File: src/rtl/alu32_scheduler.sv
// alu32_scheduler: round-robin two-port sequencer sharing one alu32 over valid/ready handshakes.
// Define ALU_SCHED_FIXED_PRIO_EN for fixed priority (port 0 always wins, no rr_ptr).
module alu32_scheduler #(
  parameter int WIDTH = 32
) (
  input  logic             clk,
  input  logic             rst,
  input  logic             req_valid0,
  input  logic             req_valid1,
  output logic             req_ready0,
  output logic             req_ready1,
  input  logic [2:0]       req_op0,
  input  logic [2:0]       req_op1,
  input  logic [WIDTH-1:0] req_a0,
  input  logic [WIDTH-1:0] req_b0,
  input  logic [WIDTH-1:0] req_a1,
  input  logic [WIDTH-1:0] req_b1,
  output logic             rsp_valid0,
  output logic             rsp_valid1,
  input  logic             rsp_ready0,
  input  logic             rsp_ready1,
  output logic [WIDTH-1:0] rsp_result,
  output logic             rsp_zero,
  output logic             rsp_ovf,
  output logic             rsp_cout,
  output logic [3:0]       alu_sel,
  output logic [WIDTH-1:0] alu_a,
  output logic [WIDTH-1:0] alu_b,
  input  logic [WIDTH-1:0] alu_r,
  input  logic             alu_zero,
  input  logic             alu_ovf,
  input  logic             alu_cout
);
  typedef enum logic [1:0] {IDLE, EXEC, RESP} state_t;
  state_t state;
  logic gnt, win, any;
`ifdef ALU_SCHED_FIXED_PRIO_EN
  assign win = ~req_valid0;
`else
  logic rr_ptr;
  // Preferred port wins when valid, otherwise the other one does.
  assign win = (rr_ptr ? req_valid1 : req_valid0) ? rr_ptr : ~rr_ptr;
`endif
  assign any = req_valid0 | req_valid1;
  assign req_ready0 = (state == IDLE) && any && !win;
  assign req_ready1 = (state == IDLE) && any && win;
  always_ff @(posedge clk or posedge rst) begin
    if (rst) begin
      state      <= IDLE;
      gnt        <= 1'b0;
`ifndef ALU_SCHED_FIXED_PRIO_EN
      rr_ptr     <= 1'b0;
`endif
      alu_sel    <= '0;
      alu_a      <= '0;
      alu_b      <= '0;
      rsp_result <= '0;
      rsp_zero   <= 1'b0;
      rsp_ovf    <= 1'b0;
      rsp_cout   <= 1'b0;
      rsp_valid0 <= 1'b0;
      rsp_valid1 <= 1'b0;
    end else begin
      case (state)
        IDLE: if (any) begin
          alu_sel <= {1'b0, win ? req_op1 : req_op0};
          alu_a   <= win ? req_a1 : req_a0;
          alu_b   <= win ? req_b1 : req_b0;
          gnt     <= win;
          state   <= EXEC;
        end
        EXEC: begin
          rsp_result <= alu_r;
          rsp_zero   <= alu_zero;
          rsp_ovf    <= alu_ovf;
          rsp_cout   <= alu_cout;
          rsp_valid0 <= ~gnt;
          rsp_valid1 <= gnt;
          state      <= RESP;
        end
        RESP: if (gnt ? rsp_ready1 : rsp_ready0) begin
          rsp_valid0 <= 1'b0;
          rsp_valid1 <= 1'b0;
`ifndef ALU_SCHED_FIXED_PRIO_EN
          rr_ptr     <= ~gnt;
`endif
          state      <= IDLE;
        end
        default: state <= IDLE;
      endcase
    end
  end
endmodule

File: config.mk
export PLATFORM = sky130hd
export DESIGN_NAME = alu32_scheduler
export DESIGN_NICKNAME = d
export VERILOG_FILES = /design/src/rtl/alu32_scheduler.sv
export SDC_FILE = /design/constraint.sdc
export NUM_CORES = 1
export LEC_CHECK = 0
export ABC_AREA = 0
export CAP_MARGIN = 20
export CORE_MARGIN = 5
export CORE_UTILIZATION = 45
export DETAILED_ROUTE_END_ITERATION = 7
export DONT_BUFFER_PORTS = 1
export SLEW_MARGIN = 25
export SYNTH_ARGS = -nofsm -noshare
export SYNTH_HDL_FRONTEND = slang
export SYNTH_SLANG_ARGS = --single-unit
File: constraint.sdc
create_clock -name clk -period 6 [get_ports clk]
set_clock_uncertainty 0.15 [all_clocks]
set_input_delay 1.2 -clock clk [delete_from_list [all_inputs] [get_ports clk]]
set_output_delay 1.2 -clock clk [all_outputs]
set_load 0.05 [all_outputs]
==> metrics, run 1 <==
Critical Path Slowest Stage Cell=and3_2; root buffer cell=clkbuf_8; core area=0.0102 sq mm; worst r2r src=state[0]; CP arrival=2.00 ns; Clock Sinks=108; final wirelength=13.2 mm; Netlist cell types=26; postcts setup bufs=0; max-cap viol count=0; status=complete, no violations; Mapped Cells=416; Synth async-reset ratio=1.00; worst slew pin tran=0.833 ns; R2R Setup Slk=3.53 ns; Avg Cell Area, Syn=11.1 sq um; Initial Util=0.455; DRC viols=0; Worst path max stage delay=0.73 ns; H-tree depth=3; routability cong.=0.779; pin count of the biggest net entering global routing=69; top cells by count, synth=nand2_1 (109), dfrtp_1 (108), a221o_1 (67), o21a_1 (67), clkbuf_1 (24); DR iter-0 viols=364; Final Util=0.479; share of cells above drive strength 1=0.0754; hold_sp=gnt; Final Cycle Share=0.558; PostCTS Resize Cnt=0; Synth Flop Type=dfrtp_1; sequential share of the synthesized area=0.583; area fraction of the dominant cell type after synthesis=0.583; first-pass GRT wire length=20.1 mm; Pins Over Slew Limit=0; DRT antenna net count=0; nets=568; FF-to-FF End=alu_b[7]; setup TNS=0 ns; via count=3365; initial antenna violation count=0; Leak=2.22 nW; Die Width=112 um; startpoint types=input pin; Fmax=299 MHz; Layout fillers=921; post-synthesis register bit count=108; delay-heaviest family, CP=simple AND/OR/NAND/NOR gates; die extent in y=112 um; Synth Cell Area=0.00464 sq mm; CTS Hold Bufs=0; critical-path maximum fanout=27; Yosys Warn Count=0; Slew Limit Headroom=0.445; placed insts=518; Via density=6.30; Total GRT Usage=0.203; CP Cell Sequence=nand2b_1 -> and3_2; # diodes=0; clk slew on worst S/H paths=0.11 ns; Tmin final=3.35 ns; WHS=0.434 ns; CTS Buf Count=9; R2R depth=4; WHS Endpoint=rr_ptr; Longest Clk Path Bufs=2; Buffers & Inverters on Critical Path=0; HP Class=register to register; buffers added on ports=0; Cell Pwr Density=825 mW/mm^2; gr ovfl total=0; vias in the first global route=3520; DR pass1 iterations=4; Detail Placement HPWL=9.34 mm; I/O pins=282; Area Overhead vs Synth=5.26%; hold path depth=1; clk_lat worst skew=0.36 ns; final std cells w/o fill=534; Yosys top cell by area=dfrtp_1; Critical Path RT=4.65 ns; Hold Vio Cnt, Final=0; unrepaired setup endpoints after global routing=no; top post-synthesis cells by area=dfrtp_1 (58%), a221o_1 (14%), o21a_1 (11%); Post-synth EDFFs=0; Wirelength per Cell=24.7 um; Setup Viol. Count Final=0; crit end category=output port; worst vdd ir=0.374 mV; syn_nets=591; crit path launch=req_valid0; Crit Path Category=input pin to output port; CTS tree=done; row count=37; top-count cell post-synth=nand2_1; die area=0.0124 sq mm
## layout by cell type, fill, tap and decap left out, drive strengths merged, types with 2 or more instances in the layout
cell,count
nor2b,3
buf,6
dfrtp,108
o21a,67
clkbuf,9
a221o,67
inv,6
a21oi,4
clkinv,2
nor2,3
nand2,109
and3,2
## cells by family (layout without fill, tap and decap cells)
family,Yosys count,in the layout,share of synthesized area
compound gates,144,144,0.268
buf+inv,42,24,0.0451
flops,108,108,0.583
other cells,1,1,0.000809
simple gates,121,121,0.103
## report_power, final
part           switching, mW  leakage [nW]  internal (mW)
Clock                  0.272         0.110          0.205
Combinational          0.527         0.786          0.455
Sequential              1.51          1.33           1.06
## state kept, by name, indices dropped and copies added, names as in the netlist
register	cells
rsp_valid1	1
rsp_result	32
alu_b	32
alu_a	32
alu_sel	3
rsp_zero	1
state	2
gnt	1
rsp_ovf	1
rr_ptr	1
rsp_cout	1
rsp_valid0	1
## layer usage
| metal | track usage | up-vias | routed length, um |
|---|---|---|---|
| met2 | 0.326 | 242 | 6300 |
| met5 | 0 | - | 0 |
| met4 | 0.0868 | 0 | 431 |
| met1 | 0.241 | 1633 | 4920 |
| met3 | 0.0842 | 32 | 1520 |
| li1 | - | 1458 | - |
## worst max path at each step
stage                       to  slack [ns]  cells after the start
floorplan             alu_a[0]        1.80                      1
global placement    req_ready1        2.67                      2
detailed placement  req_ready1        2.66                      2
CTS                 req_ready1        2.66                      2
global route        req_ready1        2.60                      2
finish              req_ready1        2.65                      2
## cell type report
| type | instances | area (sq um) | share of cell area |
|---|---|---|---|
| sequential | 108 | 2700 | 0.554 |
| multi-input combinational | 266 | 1740 | 0.356 |
| tap | 136 | 170 | 0.0349 |
| clock buffer | 9 | 124 | 0.0254 |
| clock inverter | 7 | 90.1 | 0.0185 |
| timing repair buffer | 6 | 45.0 | 0.00923 |
| inverter | 2 | 10.0 | 0.00205 |
## stage by stage
stage                     total power, mW  cell area [sq um]  setup WS [ns]
final                                4.03               4880           2.65
after CTS                            4.05               4880           2.66
after detailed placement             3.58               4670           2.66
after floorplan                      3.34               4640           1.80
after global placement               3.53               4670           2.67
after global routing                 4.23               4880           2.60
No activity file was read; power rests on OpenSTA's default activity.
==> run 2, diff against run 1 <==
==> constraint.sdc (replaced) <==
create_clock -name clk -period 3.05 [get_ports clk]
set_clock_uncertainty 0.15 [all_clocks]
set_input_delay 0.61 -clock clk [delete_from_list [all_inputs] [get_ports clk]]
set_output_delay 0.61 -clock clk [all_outputs]
set_load 0.05 [all_outputs]
==> run 2 against run 1 <==
  * Die area did not move
  * Sequential share of layout area fell by 0.81 points
  * Via count fell by 2.9%
  * First-iteration DRC count fell by 37%
  * Clock power rose by 110%
  * Global-route usage rose by 0.18 points
  * Sequential cell count did not move
  * Critical path depth did not move
  * Critical path type is now register to output port
  * Critical endpoint is now req_ready0
  * Highest routed layer unchanged
==> metrics, run 2 (synthesis results as in run 1) <==
die area=0.0124 sq mm; nets=574; Area Overhead vs Synth=6.83%; most frequent cells in the layout=nand2_1 (109), dfrtp_1 (108), o21a_1 (67), a221o_1 (67), buf_4 (11); CTS Hold Bufs=0; worst vdd ir=0.688 mV; Crit Path Category=register to output port; Hold Vio Cnt, Final=0; first-pass GRT wire length=20.3 mm; Final Cycle Share=0.758; DRC viols=0; gr ovfl total=0; placed insts=524; critical-path maximum fanout=13; CTS Buf Count=9; Pins Over Slew Limit=0; CTS tree=done; WHS=0.101 ns; Clock Sinks=108; Layout fillers=931; initial antenna violation count=0; H-tree depth=3; Slew Limit Headroom=0.610; DRT antenna net count=0; buffers added on ports=0; PostCTS Resize Cnt=0; Total GRT Usage=0.205; Final Util=0.486; postcts setup bufs=0; final std cells w/o fill=540; root buffer cell=clkbuf_8; Fmax=432 MHz; setup TNS=0 ns; Detail Placement HPWL=9.54 mm; worst slew pin tran=0.585 ns; vias in the first global route=3429; pin count of the biggest net entering global routing=109; HP Class=input pin to async pin; I/O pins=282; DR pass1 iterations=4; max-cap viol count=0; Die Width=112 um; Wirelength per Cell=24.6 um; post-route cell area=0.00495 sq mm; Critical Path RT=2.29 ns; unrepaired setup endpoints after global routing=no; startpoint types=register; Initial Util=0.455; clk_lat worst skew=0.37 ns; Longest Clk Path Bufs=2; final wirelength=13.3 mm; row count=37; commonest non-fill, non-tap cell in the layout=nand2_1; top flop regs=alu_a: 32 flops, alu_b: 32 flops, rsp_result: 32 flops; routability cong.=0.818; via count=3268; CP arrival=1.55 ns; share of cells above drive strength 1=0.0866; DR iter-0 viols=229; Tmin final=2.31 ns; # diodes=0; clk slew on worst S/H paths=0.11 ns; status=complete, no violations; crit end category=output port; DP Area=0.00472 sq mm; Leak=2.26 nW; core area=0.0102 sq mm; Cell Pwr Density=1620 mW/mm^2; Setup Viol. Count Final=0; Via density=6.05; die extent in y=112 um
run 2: routing by layer:
| layer | up-vias | track usage | routed length [um] |
|---|---|---|---|
| met3 | 20 | 0.0810 | 1340 |
| met2 | 184 | 0.337 | 6520 |
| met4 | 0 | 0.0616 | 218 |
| met1 | 1593 | 0.251 | 5180 |
| li1 | 1471 | - | - |
| met5 | - | 0 | 0 |
run 2: final timing paths:
kind / endpoint / slack, ns / startpoint / cells past startpoint
worst min register to register: rr_ptr / 0.40 / rr_ptr / 1
worst max register to register: alu_sel[0] / 0.99 / state[0] / 4
min in group clk: rsp_result[25] / 0.18 / alu_r[25] / 2
worst max-delay path: req_ready0 / 0.74 / state[0] / 2
max in group asynchronous: alu_a[5] / 2.17 / rst / 2
worst min-delay path: rsp_result[7] / 0.10 / rst / 2
run 2: critical path: stages (launching register included):
cell	delay, ns
dfrtp_1	0.45
nor2_1	0.16
and3_2	0.56
run 2: through the flow:
step | total power, mW | worst slack [ns]
2_1_floorplan | 6.56 | 0.706
3_3_place_gp | 6.99 | 1.00
3_5_place_dp | 7.08 | 0.973
4_1_cts | 8.09 | 0.707
5_1_grt | 8.42 | 0.626
6_report | 8.01 | 0.738
run 2: layout make-up:
cell class | instances | area [sq um] | area share
multi-input combinational | 266 | 1740 | 0.351
timing repair buffer | 12 | 103 | 0.0207
tap | 136 | 170 | 0.0344
sequential | 108 | 2700 | 0.546
clock buffer | 9 | 124 | 0.0250
clock inverter | 7 | 105 | 0.0212
inverter | 2 | 11.3 | 0.00227
run 2: where the power goes:
part,switching [mW],internal [mW],leakage [nW]
Combinational,1.04,0.932,0.817
Clock,0.518,0.479,0.118
Sequential,2.95,2.09,1.33
Total,4.51,3.50,2.26
